### src/rtl/shift_add_mult8_pkg.sv
//------------------------------------------------------------------------------
// Module   : shift_add_mult8_pkg
// Function : Shared FSM state type and sizing constants for the 8x8 multiplier.
// Revision : 1.0
//------------------------------------------------------------------------------
`default_nettype none

package shift_add_mult8_pkg;

   localparam int MULT_W     = 8;
   localparam int PROD_W     = 16;
   localparam int MULT_ITERS = 8;
   localparam int CNT_W      = 4;

   typedef enum logic [1:0] {
      S_IDLE = 2'd0,
      S_RUN  = 2'd1,
      S_DONE = 2'd2
   } state_t;

endpackage

`default_nettype wire

### src/rtl/shift_add_mult8_if.sv
//------------------------------------------------------------------------------
// Module   : shift_add_mult8_if
// Function : Start/operand request and busy/done/product response bundle.
// Revision : 1.0
//------------------------------------------------------------------------------
`default_nettype none

interface shift_add_mult8_if;
   import shift_add_mult8_pkg::*;

   logic              start;
   logic [MULT_W-1:0] a;
   logic [MULT_W-1:0] b;
   logic              busy;
   logic              done;
   logic [PROD_W-1:0] product;

   modport master (
      output start, a, b,
      input  busy, done, product
   );

   modport slave (
      input  start, a, b,
      output busy, done, product
   );
endinterface

`default_nettype wire

### src/rtl/shift_add_mult8_adder.sv
//------------------------------------------------------------------------------
// Module   : rippleCarry8bitAdder
// Function : 8-bit ripple-carry adder built from a chain of full adders.
// Revision : 1.0
//------------------------------------------------------------------------------
`default_nettype none

module rippleCarry8bitAdder (
   input  logic [7:0] i_a,
   input  logic [7:0] i_b,
   input  logic       i_c0,
   output logic [7:0] o_s,
   output logic       o_c8
);

   logic [8:0] w_c;

   assign w_c[0] = i_c0;

   generate
      for (genvar gi = 0; gi < 8; gi++) begin : g_bit
         assign o_s[gi]    = i_a[gi] ^ i_b[gi] ^ w_c[gi];
         assign w_c[gi+1]  = (i_a[gi] & i_b[gi]) | (w_c[gi] & (i_a[gi] ^ i_b[gi]));
      end
   endgenerate

   assign o_c8 = w_c[8];

endmodule

`default_nettype wire

### src/rtl/shift_add_mult8.sv
//------------------------------------------------------------------------------
// Module   : shift_add_mult8
// Function : Sequential 8x8 unsigned shift-and-add multiplier (8 iterations).
//            Optional MULT_ZERO_BYPASS_EN: zero operand skips straight to DONE.
// Revision : 1.0
//------------------------------------------------------------------------------
`default_nettype none

module shift_add_mult8
   import shift_add_mult8_pkg::*;
(
   input  logic                clk,
   input  logic                rst,
   shift_add_mult8_if.slave    bus
);

   state_t              r_state;
   state_t              w_state_nxt;
   logic [MULT_W-1:0]   r_mcand;
   logic [MULT_W-1:0]   r_mplier;
   // Bit 0 of the accumulator is always shifted out before it is read, so it is not stored.
   logic [PROD_W-1:1]   r_acc;
   logic [CNT_W-1:0]    r_count;
   logic [PROD_W-1:0]   r_product;
   logic [MULT_W-1:0]   w_addend;
   logic [MULT_W-1:0]   w_sum;
   logic                w_carry;
   logic [PROD_W-1:0]   w_acc_nxt;
   logic                w_last;
   logic                w_zero_op;

   assign w_addend = r_mplier[0] ? r_mcand : '0;

   rippleCarry8bitAdder u_adder (
      .i_a  (r_acc[PROD_W-1:MULT_W]),
      .i_b  (w_addend),
      .i_c0 (1'b0),
      .o_s  (w_sum),
      .o_c8 (w_carry)
   );

   assign w_acc_nxt = {w_carry, w_sum, r_acc[MULT_W-1:1]};
   assign w_last    = (r_count == CNT_W'(MULT_ITERS - 1));

`ifdef MULT_ZERO_BYPASS_EN
   assign w_zero_op = (bus.a == '0) || (bus.b == '0);
`else
   assign w_zero_op = 1'b0;
`endif

   always_ff @(posedge clk or posedge rst) begin
      if (rst) begin
         r_state <= S_IDLE;
      end else begin
         r_state <= w_state_nxt;
      end
   end

   always_comb begin
      w_state_nxt = r_state;
      case (r_state)
         S_IDLE:  if (bus.start) w_state_nxt = w_zero_op ? S_DONE : S_RUN;
         S_RUN:   if (w_last)    w_state_nxt = S_DONE;
         S_DONE:  w_state_nxt = S_IDLE;
         default: w_state_nxt = S_IDLE;
      endcase
   end

   always_ff @(posedge clk or posedge rst) begin
      if (rst) begin
         r_mcand   <= '0;
         r_mplier  <= '0;
         r_acc     <= '0;
         r_count   <= '0;
         r_product <= '0;
      end else begin
         case (r_state)
            S_IDLE: begin
               if (bus.start) begin
                  r_mcand  <= bus.a;
                  r_mplier <= bus.b;
                  r_acc    <= '0;
                  r_count  <= '0;
                  if (w_zero_op) r_product <= '0;
               end
            end
            S_RUN: begin
               r_acc    <= w_acc_nxt[PROD_W-1:1];
               r_mplier <= r_mplier >> 1;
               r_count  <= r_count + 1'b1;
               if (w_last) r_product <= w_acc_nxt;
            end
            default: begin
            end
         endcase
      end
   end

   assign bus.busy    = (r_state != S_IDLE);
   assign bus.done    = (r_state == S_DONE);
   assign bus.product = r_product;

endmodule

`default_nettype wire

### src/flat_wrapper.sv
// flat-port wrapper written by rule: the top's interface ports become plain ports
module shift_add_mult8_flat import shift_add_mult8_pkg::*;
  (clk, rst, bus_start, bus_a, bus_b, bus_busy, bus_done, bus_product);
  shift_add_mult8_if bus_i ();
  input  logic clk;
  input  logic rst;
  input wire logic [$bits(bus_i.start)-1:0] bus_start;
  input wire logic [$bits(bus_i.a)-1:0] bus_a;
  input wire logic [$bits(bus_i.b)-1:0] bus_b;
  output wire logic [$bits(bus_i.busy)-1:0] bus_busy;
  output wire logic [$bits(bus_i.done)-1:0] bus_done;
  output wire logic [$bits(bus_i.product)-1:0] bus_product;
  assign bus_i.start = bus_start;
  assign bus_i.a = bus_a;
  assign bus_i.b = bus_b;
  assign bus_busy = bus_i.busy;
  assign bus_done = bus_i.done;
  assign bus_product = bus_i.product;
  shift_add_mult8 u_core (.clk(clk), .rst(rst), .bus(bus_i));
endmodule
### config.mk
export PLATFORM = sky130hd
export DESIGN_NAME = shift_add_mult8_flat
export DESIGN_NICKNAME = d
export VERILOG_FILES = /design/src/rtl/shift_add_mult8_pkg.sv /design/src/rtl/shift_add_mult8_if.sv /design/src/rtl/shift_add_mult8_adder.sv /design/src/rtl/shift_add_mult8.sv /design/src/flat_wrapper.sv
export SDC_FILE = /design/constraint.sdc
export NUM_CORES = 1
export LEC_CHECK = 0
export BUFFER_PORTS_ARGS = -buffer_cell sky130_fd_sc_hd__buf_2
export CAP_MARGIN = 20
export CORE_ASPECT_RATIO = 1.75
export CORE_MARGIN = 8
export CORE_UTILIZATION = 42
export CTS_BUF_LIST = sky130_fd_sc_hd__clkbuf_2
export DETAILED_ROUTE_END_ITERATION = 7
export HOLD_SLACK_MARGIN = 0.03
export SYNTH_ARGS = -nofsm -noshare
export SYNTH_HDL_FRONTEND = slang
export SYNTH_SLANG_ARGS = --single-unit
### constraint.sdc
create_clock -name clk -period 3.9 [get_ports clk]
set_input_delay 0.195 -clock clk [delete_from_list [all_inputs] [get_ports clk]]
set_output_delay 0.195 -clock clk [all_outputs]
set_load 0.01 [all_outputs]
; ---- Word-level counts from Yosys, hierarchy flattened
; Cells that the tools add are included.
[word_totals]
wordCells = 66
ff_bits = 53
output_inout_bits = 18
input_bits = 19
[classes]
reduce_logical = 7
bitwise = 37
muxes = 10
n_eq_ne = 5
addsub = 1
[op_table]
columns = op, count
row1 = one-hot mux 15 bit (2 select lines), 1
row2 = two-way mux 8 bit, 2
row3 = one-hot mux 8 bit (2 select lines), 1
row4 = AND 1 bit, 15
row5 = two-way mux 15 bit, 1
row6 = XOR 1 bit, 15
row7 = one-hot mux 4 bit (2 select lines), 1
row8 = AND reduction 2 bit, 4
row9 = bitwise OR 1 bit, 7
row10 = adder 4 x 1 -> 4 bit (second input constant), 1
row11 = equality test 4 x 3 -> 1 bit (second input constant), 1
row12 = two-way mux 2 bit, 2
row13 = two-way mux 4 bit, 1
row14 = one-hot mux 2 bit (2 select lines), 1
row15 = nonzero test 2 bit, 2
row16 = equality test 2 x 1 -> 1 bit (second input constant), 1
row17 = equality test 2 bit (second input constant), 1
row18 = logical NOT 2 bit, 1
row19 = != test 2 x 1 -> 1 bit (second input constant), 1
row20 = != test 2 bit (second input constant), 1

; ---- Longest topological paths before layout
; Gate-level depths: netlist of the first run.
[logic_depth]
ltp_word = 17
mapped_depth = 12

; ---- Hierarchy
; Synthesis of the first run repeated with hierarchy kept, for this count alone.
[hier_totals]
cells_unflattened = 225
hier_area_um2 = 2424.8
[modules_own_cells]
columns = module, seq_area_each_um2, area_each_um2, n_inst, cells_each
row1 = shift_add_mult8, 1326.3, 2227.1, 1, 207
row2 = rippleCarry8bitAdder, 0.0, 197.7, 1, 18

; ---- Worst setup path before layout of the first run
; Ideal clock, no wire load.
[synth_timing]
kind = register -> register
from = reg u_core.r_mplier[0]
to = reg u_core.r_acc[14] (netlist name)
setup_slack_ns = 0.046
setup_ns = 0.130
stages_incl_launch_ff = 13
required_ns = 3.770
t_arrival_ns = 3.723
path_cell_list = dfrtp_1 -> clkbuf_1 -> and2_1 -> ha_1 -> inv_1 -> fa_1 -> fa_1 -> fa_1 -> fa_1 -> fa_1 -> fa_1 -> fa_1 -> o21ai_0
[synth_between]
elab_chain_cells = 16
elab_cells_between_ends = 29
classes_between = mux: 2 / bitwise: 27
[synth_lines]
columns = item, line
row1 = "start, declared", shift_add_mult8.sv:20  ; logic [MULT_W-1:0] r_mplier;
row2 = "start signal, assigned", shift_add_mult8.sv:81  ; r_mplier <= bus.b;
row3 = "start signal, assigned", shift_add_mult8.sv:89  ; r_mplier <= r_mplier >> 1;
row4 = two-way mux 8 bit (*), shift_add_mult8.sv:32  ; assign w_addend = r_mplier[0] ? r_mcand : '0;
row5 = AND 1 bit / XOR 1 bit (equally long branches), shift_add_mult8_adder.sv:23  ; assign w_c[gi+1] = (i_a[gi] & i_b[gi]) | (w_c[gi] & (i_a[gi] ^ i_b[gi]));
row6 = AND 1 bit, shift_add_mult8_adder.sv:23
row7 = bitwise OR 1 bit, shift_add_mult8_adder.sv:23
row8 = AND 1 bit, shift_add_mult8_adder.sv:23
row9 = bitwise OR 1 bit, shift_add_mult8_adder.sv:23
row10 = AND 1 bit, shift_add_mult8_adder.sv:23
row11 = bitwise OR 1 bit, shift_add_mult8_adder.sv:23
row12 = AND 1 bit, shift_add_mult8_adder.sv:23
row13 = bitwise OR 1 bit, shift_add_mult8_adder.sv:23
row14 = AND 1 bit, shift_add_mult8_adder.sv:23
row15 = bitwise OR 1 bit, shift_add_mult8_adder.sv:23
row16 = AND 1 bit, shift_add_mult8_adder.sv:23
row17 = bitwise OR 1 bit, shift_add_mult8_adder.sv:23
row18 = XOR 1 bit (*), shift_add_mult8_adder.sv:22  ; assign o_s[gi] = i_a[gi] ^ i_b[gi] ^ w_c[gi];
row19 = one-hot mux 15 bit (2 select lines) (*), shift_add_mult8.sv:77  ; case (r_state)
row20 = "end signal, assigned", shift_add_mult8.sv:88  ; r_acc <= w_acc_nxt[PROD_W-1:1];
row21 = "end, declared", shift_add_mult8.sv:22  ; logic [PROD_W-1:1] r_acc;
; Every way passes the cells marked *; elsewhere a longest branch is shown, timed or not.
; A chain may end at the register's enable or synchronous reset.

; ---- Worst setup path after layout of the first run
[layout_timing]
from = reg u_core.r_mcand[0]
to = reg u_core.r_product[14], in the netlist u_core.bus.product[14]
[layout_between]
elab_chain_cells = 15
[layout_lines]
columns = item, line
row1 = "start, declared", shift_add_mult8.sv:19  ; logic [MULT_W-1:0] r_mcand;
row2 = "start signal, assigned", shift_add_mult8.sv:80  ; r_mcand <= bus.a;
row3 = two-way mux 8 bit, shift_add_mult8.sv:32
row4 = AND 1 bit (2 in series), shift_add_mult8_adder.sv:23
row5 = bitwise OR 1 bit, shift_add_mult8_adder.sv:23
row6 = AND 1 bit, shift_add_mult8_adder.sv:23
row7 = bitwise OR 1 bit, shift_add_mult8_adder.sv:23
row8 = AND 1 bit, shift_add_mult8_adder.sv:23
row9 = bitwise OR 1 bit, shift_add_mult8_adder.sv:23
row10 = AND 1 bit, shift_add_mult8_adder.sv:23
row11 = bitwise OR 1 bit, shift_add_mult8_adder.sv:23
row12 = AND 1 bit, shift_add_mult8_adder.sv:23
row13 = bitwise OR 1 bit, shift_add_mult8_adder.sv:23
row14 = AND 1 bit, shift_add_mult8_adder.sv:23
row15 = bitwise OR 1 bit, shift_add_mult8_adder.sv:23
row16 = XOR 1 bit, shift_add_mult8_adder.sv:22
row17 = "end signal, assigned", shift_add_mult8.sv:91  ; if (w_last) r_product <= w_acc_nxt;
row18 = "end, declared", shift_add_mult8.sv:24  ; logic [PROD_W-1:0] r_product;
; No other way between the ends.

==> results of run 1 <==
what timing repair did:
action,4_1_cts,5_1_grt
hold buffers,17,0
buffers inserted,0,1
endpoints found under the hold margin,69,0
endpoints found under the setup margin,0,2
gates resized for setup,0,2
stage by stage:
| step | setup slack [ns] | cell area, um^2 | util [%] |
|---|---|---|---|
| after floorplan | 0.04609 | 2344 | - |
| after global placement | 0.1619 | 2546 | 46.33 |
| after detailed placement | 0.1261 | 2566 | 46.70 |
| after CTS | 0.1173 | 2774 | 50.48 |
| after global routing | 0.01613 | 2784 | 50.66 |
| final | 0.1568 | 2784 | 50.66 |
worst max-delay path, stage by stage, from the launching register on:
cell     delay (ns)
dfrtp_1        0.40
and2_1         0.14
ha_1           0.14
inv_1          0.05
fa_1           0.40
fa_1           0.40
fa_2           0.36
fa_1           0.40
fa_1           0.39
fa_1           0.39
fa_1           0.46
mux2i_1        0.17
power breakdown:
part           internal (W)  switching [W]
sequential         0.000811       0.000146
combinational      0.000417       0.000560
clock             0.0000393       0.000165
sequential cells by signal, summed over array words and instances (netlist names):
name                flops
u_core.r_mcand          8
u_core.bus.product     16
u_core.r_acc           15
u_core.r_mplier         8
u_core.r_count          4
u_core.r_state          2
area by class of cell:
class,instances,area (um^2)
multi-input cells,145,883.3
repair buffers,58,400.4
clock inverters,3,12.51
fillers,545,2711
clock buffers,5,25.02
well taps,76,95.09
flip-flops and latches,53,1326
inverters,11,41.29
how the worst min path moves through the flow:
stage	start	end	slack, ns	depth (start not counted)
finish	rst	u_core.r_mplier[6]	0.20	3
global route	rst	u_core.r_mplier[6]	0.20	3
CTS	rst	u_core.r_mplier[7]	0.20	3
detailed placement	rst	u_core.r_mplier[7]	0.16	2
global placement	bus_a[4]	u_core.r_mcand[4]	0.38	3
floorplan	bus_a[0]	u_core.r_mcand[0]	0.30	2
routing by layer:
| layer | track usage [%] | vias to the layer above | routed length (um) |
|---|---|---|---|
| met1 | 14.33 | 856 | 2041 |
| met2 | 23.08 | 29 | 2615 |
| met5 | 0 | - | 0 |
| met3 | 2.795 | 6 | 163 |
| met4 | 4.839 | 0 | 80 |
| li1 | - | 833 | - |
kinds of logic after synthesis:
group | Yosys count
and+or+nand+nor | 93
DFF | 53
AOI/OAI and AO/OA | 32
buffers and inverters | 26
muxes | 11
adders and majority gates | 9
layout by cell type (no fill, tap or decap), types with 9 or more instances in the layout:
cell type	netlist	routed
dfrtp_1	53	53
nand2_1	51	51
buf_2	4	36
nand3_1	18	18
dlygate4sd3_1	0	17
a21oi_1	14	14
inv_1	11	10
o21ai_0	10	9
==> impl_results.md, run 1 <==
- Mapped cell area: about 2300 um^2
- Final GP Congestion: roughly 0.76
- Worst-Skew Late Latency: about 0.43 ns
- Final Hold Viols: 0
- Post-synth cell types: 30
- Starting density of the core: 42.65%
- Final WL: ~4.9 mm
- Most used DFF post-synth: dfrtp_1
- First-pass GRT wire length: 8.473 mm
- Leakage: 1.324 nW
- Status: finished, final reports clean
- Total clock sinks: 53
- Mapped Nets: approximately 250
- CTS root buf: clkbuf_2
- Reg2reg end: u_core.bus.product[14]
- Relative slew margins: roughly 28%
- Maximum VDD drop: 0.0003782 V
- Top-count cell post-synth: dfrtp_1
- Post-Syn Area per Cell: roughly 10 um^2
- CP Max Fanout: 2
- Antenna violations before repair: 0
- Worst r2r src: u_core.r_mcand[0]
- Clock buffer depth: 2
- PnR Total Power: roughly 0.0021 W
- YS warnings: 0
- Maximum level of the CTS H-tree: 2
- Num rows: 36
- Crit path arrival time: between 4 and 5 ns
- Tightest Pin Transition: between 1 and 1.5 ns
- Cell area power density: 767.8 nW/um^2
- WHS: between 0.2 and 0.25 ns
- Area grow syn2layout: 18.79%
- Drt first pass iters: 4
- Routed Antenna Nets: 0
- Setup TNS: 0 ns
- CP Launch Type: register
- I/O Buffers: 36
- Fin nets: approximately 300
- Fraction of the mapped netlist area in compound gates: 7.314%
- Reg2Reg Depth: 11
- Final Critical Period: 3.743 ns
- Dominant cell type by area after synthesis: dfrtp_1
- RSZ-0062 raised after global routing: false
- Iteration-0 DRC Markers: 87
- Syn Inst Count: roughly 220
- Post-synthesis mux area share: 5.286%
- Total grt overflow: 0
- Die X: around 72 um
- Dpl cells: ~330
- Vias in the first global route: about 1900
- WP data required: 4.27 ns
- Post-Synth Simple-Gate Area: roughly 18%
- Worst Skew: about 0.018 ns
- GR Util All Layers: roughly 13%
- Crit. End Element: register
- DRC: 0
- # diodes: 0
- Tcrit/Tclk final: around 96%
- Register area share after synthesis: between 50% and 60%
- Type of the worst setup path: reg -> reg
- Pin count of the biggest net entering global routing: 42
- Die Height: ~110 um
- Share of Yosys cell area claimed by the top area cell type: between 50% and 60%
- Synth top cells by count: 53 x dfrtp_1, 51 x nand2_1, 18 x nand3_1, 14 x a21oi_1, 11 x inv_1
- TritonCTS clock tree: done
- Vias: about 1700
- FFs w/ async S/R, synth: 100.0%
- Die Area: 8320 um^2
- Xor/xnor share of the synthesized area: 0%
- Max-cap viol count: 0
- Beginning of the critical path: u_core.r_mcand[0]
- Reg-to-reg slack, setup: 0.16 ns
- Share of cells above drive strength 1: around 22%
- Register clock-pin slew on the reported worst setup and hold paths: approximately 0.25 ns
- Hold crit path type: in -> async
- EDFF count, synth: 0
- Largest family of logic cells by synthesized area: simple AND/OR/NAND/NOR gates
- FF+latch count, synth: 53
- Vias/cell: between 4 and 5
- Post-synthesis adder-cell area fraction: about 7%
- Layout Cells excl Fill: approximately 350
- Core footprint: 5495 um^2
- WL per Instance: approximately 14 um
- Number of CTS-inserted buffers: 5
- Synth top area cells: dfrtp_1 57%, nand2_1 8.2%, fa_1 6.0%
- Hpwl dp: approximately 3.2 mm
- Fmax achieved: 267.1 MHz
- # IOs: 37
- Final setup fails: 0
- Slew Limit Fails: 0
- CP Capture Point: u_core.bus.product[14]
Power figures use the tool's default switching activity.
==> run 2: changes to the inputs <==
PLACE_DENSITY = 0.69   (was not set)
==> run 2 against run 1 <==
Against the previous run:
- sequential power hardly changed
- clock power is 9.8% higher
- routed wire length is 1.7% lower
- cell area is 0.67% higher
- power is 1.2% higher
- critical path type unchanged
- critical endpoint is now u_core.r_acc[15]
- highest routed layer unchanged
==> impl_results.md, run 2 (synthesis gave the netlist of run 1 again) <==
- Area of the multi-input gates: 880.8 um^2 (-0.28%)
- Final setup fails: 0 (unchanged)
- Clock power frac: 10.4% (+0.8 points)
- Setup TNS: 0 ns (unchanged)
- Slowest cell on the critical path: dfrtp_1
- Worst r2r src: u_core.r_mcand[0]
- Reg2reg end: u_core.r_acc[15]
- Status: finished, final reports clean
- Worst Skew: 0.03482 ns (+0.01693 ns)
- Share of cells above drive strength 1: 22.83% (+0.64 points)
- Type of the worst setup path: reg -> reg
- PnR Total Power: 0.002163 W (+1.2%)
- Slew Limit Fails: 0 (unchanged)
- Die Area: 8320 um^2 (unchanged)
- Register clock-pin slew on the reported worst setup and hold paths: 0.26 ns (about the same)
- First-pass GRT wire length: 8.183 mm (-3.4%)
- GR Util All Layers: 12.41% (-0.47 points)
- Vias: 1714 (-0.58%)
- Num rows: 36 (unchanged)
- Pin count of the biggest net entering global routing: 54 (+29%)
- Routed Antenna Nets: 0 (unchanged)
- Switching power: 0.0008908 W (+2.3%)
- Tcrit/Tclk final: 96.10% (+0.12 points)
- Final Critical Period: 3.748 ns (+0.004851 ns)
- Die X: 72.47 um (unchanged)
- Antenna violations before repair: 0 (unchanged)
- I/O Buffers: 36 (unchanged)
- Cell area power density: 771.9 nW/um^2 (+0.53%)
- WHS: 0.1802 ns (-0.02235 ns)
- Final GP Congestion: 0.7022 (-7.6%)
- DRC: 0 (unchanged)
- Clock buffer depth: 2 (unchanged)
- TritonCTS clock tree: done
- RSZ-0062 raised after global routing: false
- Fmax achieved: 266.8 MHz (-0.13%)
- Die Height: 114.8 um (unchanged)
- CTS root buf: clkbuf_2
- Relative slew margins: 50.53% (+23 points)
- Fin nets: 303 (+0.33%)
- Depth of the worst hold-timing path: 4
- Utilization after layout: 51.00% (+0.34 points)
- Beginning of the critical path: u_core.r_mcand[0]
- Total clock sinks: 53 (unchanged)
- Hpwl dp: 3.197 mm (+0.34%)
- Top delay family on crit path: adder cells
- # diodes: 0 (unchanged)
- Crit. End Element: register
- Area grow syn2layout: 19.59%
- Reg-to-reg slack, setup: 0.15 ns (about the same)
- Iteration-0 DRC Markers: 124 (+43%)
- Commonest non-fill, non-tap cells in the layout: 53 x dfrtp_1, 51 x nand2_1, 36 x buf_2
- Vias/cell: 4.869 (-0.86%)
- # IOs: 37 (unchanged)
- Final Hold Viols: 0 (unchanged)
- WP data required: 4.27 ns (about the same)
- Max-cap viol count: 0 (unchanged)
- Starting density of the core: 42.65% (unchanged)
- Maximum level of the CTS H-tree: 2 (unchanged)
- Leakage: 1.323 nW (about the same)
- Commonest non-fill, non-tap cell in the layout: dfrtp_1
- Register area: 1326 um^2 (unchanged)
- Worst-path cell chain: and2_1 > ha_1 > inv_1 > fa_1 > fa_1 > fa_1 > fa_1 > fa_1 > fa_1 > fa_1 > o21ai_0
- CP Capture Point: u_core.r_acc[15]
- Critical path's most frequent cell: fa_1
- Total grt overflow: 0 (unchanged)
- Core footprint: 5495 um^2 (unchanged)
- Reg2Reg Depth: 11 (unchanged)
- WL per Instance: 13.69 um (-2.0%)
- Number of CTS-inserted buffers: 5 (unchanged)
- CP Max Fanout: 2 (unchanged)
- Maximum VDD drop: 0.0002806 V (-26%)
- Filler instances: 535 (-1.8%)
- CP Launch Type: register
- Internal power: 0.001273 W (+0.45%)
- Worst-Skew Late Latency: 0.46 ns (+0.03 ns)
- Worst Path Buf+Inv: 1 (unchanged)
- Max reg flops: 16 (unchanged)
- Final WL: 4.819 mm (-1.7%)
- Combinational share of power: 45.2% (-0.5 points)
- Hold crit path type: in -> reg
- Tightest Pin Transition: 0.7420 ns (-0.3333 ns)
- Switching part of the total: 41.18% (+0.44 points)
- Vias in the first global route: 1718 (-7.6%)
- Register share of total power: 44.4% (-0.4 points)
- Crit path arrival time: 4.12 ns (about the same)
- Drt first pass iters: 4 (unchanged)
- Critical path depth: 11 (unchanged)
- Crit path largest cell delay: 0.41 ns (-0.05 ns)
## run 2: changes by cell type in the layout (fill, tap and decap cells not counted), sizes merged
cell,previous run,this run
buf,41,42
clkinvlp,0,3
clkinv,3,0
## run 2: layout make-up
class                           count  share of cell area [%]
Clock buffer                        5                  0.8929
Multi-Input combinational cell    145                   31.43
Timing Repair Buffer               59                   14.69
Tap cell                           76                   3.393
Sequential cell                    53                   47.32
Inverter                           11                   1.473
Clock inverter                      3                  0.8036
## run 2: repair_timing
item	in CTS	in global routing
hold endpoints to repair	56	1
endpoints found under the setup margin	0	2
buffers inserted	0	1
hold buffers	16	1
resized for setup	0	1
## run 2: through the flow
step	instance area (um^2)	worst slack, ns	cells
after detailed placement	2546	0.1514	324
after CTS	2754	0.1535	348
after global placement	2546	0.1986	324
after global routing	2803	0.001444	352
after floorplan	2344	0.04609	224
final	2803	0.1519	352
## run 2: worst min-delay path by stage
stage | startpoint | end | slack, ns
finish | bus_start | u_core.r_mcand[4] | 0.18
CTS | bus_b[0] | u_core.r_mplier[0] | 0.05
detailed placement | bus_a[4] | u_core.r_mcand[4] | 0.39
global placement | bus_b[7] | u_core.r_mplier[7] | 0.39
global route | bus_start | u_core.r_mcand[4] | 0.16
floorplan | bus_a[0] | u_core.r_mcand[0] | 0.30
## run 2: worst register-to-register path, stage by stage, from the launching register on
cell and delay (ns):
dfrtp_1 0.41, and2_1 0.13, ha_1 0.13, inv_1 0.05
fa_1 0.40, fa_1 0.39, fa_1 0.39, fa_1 0.39
fa_1 0.40, fa_1 0.39, fa_1 0.39, o21ai_0 0.23
## run 2: layer usage
metal / global-route usage [%] / part of all wire, %
met1: 14.23 / 43
met2: 21.08 / 51
met3: 3.319 / 4.0
met4: 5.242 / 2.0
met5: 0 / 0
## run 2: power groups by stage
stage,Sequential [W],Combinational (W),Clock (W)
5_1_grt,0.000991,0.00112,0.000253
3_5_place_dp,0.000975,0.000965,0
3_3_place_gp,0.000966,0.000938,0
4_1_cts,0.000960,0.000980,0.000231
6_report,0.000960,0.000979,0.000224
2_1_floorplan,0.000981,0.000672,0
==> run 3: changes to the inputs <==
BUFFER_PORTS_ARGS = not set   (was -buffer_cell sky130_fd_sc_hd__buf_2)
DONT_BUFFER_PORTS = 1   (was not set)
PLACE_DENSITY = 0.64   (was 0.69)
==> run 3 against run 2 <==
Against the previous run:
- routed wire length decreased by 5.4%
- via count down 7.7%
- clock skew decreased by 0.011 ns
- sequential share of layout area is 2.6 points higher
- clock power up 54%
- die area unchanged
- fmax grew 1.4%
- first-iteration DRC count shrank 49%
==> impl_results.md, run 3 (synthesis gave the netlist of run 1 again) <==
- Status: finished, final reports clean
- Post-Layout Inst Area: 2655 um^2 (-5.3%)
- Vias/cell: 5.022 (+3.1%)
- Worst Path Buf+Inv: 1 (unchanged)
- Starting density of the core: 42.65% (unchanged)
- # IOs: 37 (unchanged)
- Die Area: 8320 um^2 (unchanged)
- Vias in the first global route: 1676 (-2.4%)
- Worst-Skew Late Latency: 0.43 ns (-0.03 ns)
- Relative slew margins: 34.88% (-16 points)
- Reg2Reg Depth: 11 (unchanged)
- Pin count of the biggest net entering global routing: 54 (unchanged)
- PnR Total Power: 0.002187 W (+1.1%)
- Iteration-0 DRC Markers: 63 (-49%)
- Hold crit path type: in -> reg
- Setup ws final: 0.2024 ns (+0.05053 ns)
- DRC: 0 (unchanged)
- Fin nets: 265 (-13%)
- Setup TNS: 0 ns (unchanged)
- Post-DP Area: 2366 um^2 (-7.1%)
- GR Util met2: 20.05% (-1.0 points)
- Clock buffer depth: 2 (unchanged)
- Hpwl dp: 3.000 mm (-6.2%)
- CTS root buf: clkbuf_2
- Reg2reg end: u_core.r_acc[14]
- TritonCTS clock tree: done
- Top delay family on crit path: adder cells
- Final GP Congestion: 0.7376 (+5.0%)
- Crit path largest cell delay: 0.51 ns (+0.10 ns)
- Met3 Use GR: 3.493% (+0.17 points)
- Commonest non-fill, non-tap cells in the layout: 53 x dfrtp_1, 51 x nand2_1, 18 x nand3_1
- Routed Antenna Nets: 0 (unchanged)
- Crit. End Element: register
- Total grt overflow: 0 (unchanged)
- Utilization after layout: 48.32% (-2.7 points)
- Hold path startpoint: bus_start
- Die X: 72.47 um (unchanged)
- Final setup fails: 0 (unchanged)
- Area grow syn2layout: 13.29%
- GR Util All Layers: 12.15% (-0.26 points)
- Busiest grt layer: met2
- Final Hold Viols: 0 (unchanged)
- Cell area power density: 823.8 nW/um^2 (+6.7%)
- Worst-path cell chain: and2_1 > ha_1 > inv_1 > fa_1 > fa_1 > fa_1 > fa_1 > fa_2 > fa_1 > fa_1 > o21ai_1
- Critical path's most frequent cell: fa_1
- Register clock-pin slew on the reported worst setup and hold paths: 0.26 ns (about the same)
- I/O Buffers: 0 (-100%)
- Reg-to-reg slack, setup: 0.20 ns (+0.05 ns)
- Antenna violations before repair: 0 (unchanged)
- CP Launch Type: register
- Tightest Pin Transition: 0.9726 ns (+0.2306 ns)
- Final Critical Period: 3.698 ns (-0.05053 ns)
- Slowest cell on the critical path: fa_1
- RSZ-0062 raised after global routing: false
- Slew Limit Fails: 0 (unchanged)
- Setup Buffers After CTS: 0 (unchanged)
- Max reg flops: 16 (unchanged)
- Leakage: 1.198 nW (-9.4%)
- Worst r2r src: u_core.r_mplier[0]
- Final WL: 4.557 mm (-5.4%)
- Vias: 1582 (-7.7%)
- Hold path endpoint: u_core.r_mplier[7]
- WP data required: 4.23 ns (-0.04 ns)
- Worst Skew: 0.02385 ns (-0.01097 ns)
- GR Util met1: 14.30% (+0.070 points)
- Total clock sinks: 53 (unchanged)
- Type of the worst setup path: reg -> reg
- Tcrit/Tclk final: 94.81% (-1.3 points)
- Core footprint: 5495 um^2 (unchanged)
- Number of CTS-inserted buffers: 5 (unchanged)
- Share of cells above drive strength 1: 10.92% (-12 points)
- Fmax achieved: 270.4 MHz (+1.4%)
- Maximum level of the CTS H-tree: 2 (unchanged)
- Filler instances: 539 (+0.75%)
- Post-Place Worst Slack: 0.1289 ns (-0.02254 ns)
- First-pass GRT wire length: 7.969 mm (-2.6%)
- WL per Instance: 14.47 um (+5.7%)
- Crit path arrival time: 4.03 ns (-0.09 ns)
- Maximum VDD drop: 0.0003783 V (+35%)
- Commonest non-fill, non-tap cell in the layout: dfrtp_1
- Max-cap viol count: 0 (unchanged)
- Die Height: 114.8 um (unchanged)
- CP Max Fanout: 2 (unchanged)
- Drt first pass iters: 4 (unchanged)
- Num rows: 36 (unchanged)
- Depth of the worst hold-timing path: 3 (-1)
[run 3: worst max path at each step]
| stage | start | to | slack, ns | cells past startpoint |
|---|---|---|---|---|
| 2_1_floorplan | u_core.r_mplier[0] | u_core.r_acc[14] | 0.05 | 12 |
| 3_3_place_gp | u_core.r_mcand[0] | u_core.r_acc[14] | 0.18 | 11 |
| 3_5_place_dp | u_core.r_mplier[0] | u_core.r_acc[14] | 0.13 | 11 |
| 4_1_cts | u_core.r_mplier[0] | u_core.r_acc[14] | 0.10 | 11 |
| 5_1_grt | u_core.r_mcand[0] | u_core.r_acc[14] | 0.04 | 11 |
| 6_report | u_core.r_mplier[0] | u_core.r_acc[14] | 0.20 | 11 |
[run 3: repair_timing]
item / in CTS / in global routing
hold buffers: 17 / 0
endpoints found under the setup margin: 0 / 2
hold endpoints to repair: 69 / 0
resized for setup: 0 / 2
[run 3: layer usage]
metal / up-vias / wire, um
li1: 766 / -
met4: 0 / 87
met2: 32 / 2355
met5: - / 0
met1: 779 / 1888
met3: 5 / 225
[run 3: stage by stage]
| stage | std cells | hold slack (ns) |
|---|---|---|
| 2_1_floorplan | 224 | 0.3004 |
| 3_3_place_gp | 288 | 0.3049 |
| 3_5_place_dp | 288 | 0.3058 |
| 4_1_cts | 313 | 0.1302 |
| 5_1_grt | 314 | 0.1230 |
| 6_report | 315 | 0.1459 |
[run 3: power by group]
group          switching [W]  internal, W  leakage (nW)  total [W]
clock network       0.000170     0.000175        0.0536   0.000345
registers           0.000205     0.000811         0.652    0.00102
logic               0.000477     0.000349         0.493   0.000827
total               0.000852      0.00134          1.20    0.00219
[run 3: final cells by class]
| cell class | count | area, um^2 | share of cell area [%] |
|---|---|---|---|
| multi-input cells | 145 | 883.3 | 33.27 |
| flip-flops and latches | 53 | 1326 | 49.95 |
| well taps | 76 | 95.09 | 3.582 |
| repair buffers | 21 | 212.7 | 8.011 |
| clock buffers | 5 | 25.02 | 0.9425 |
| inverters | 11 | 41.29 | 1.555 |
| diodes | 1 | 2.502 | 0.09425 |
| clock inverters | 3 | 68.82 | 2.592 |
[run 3: worst min-delay path, delay by kind of cell]
family	cells	cell delay, ns
simple gates	3	0.38
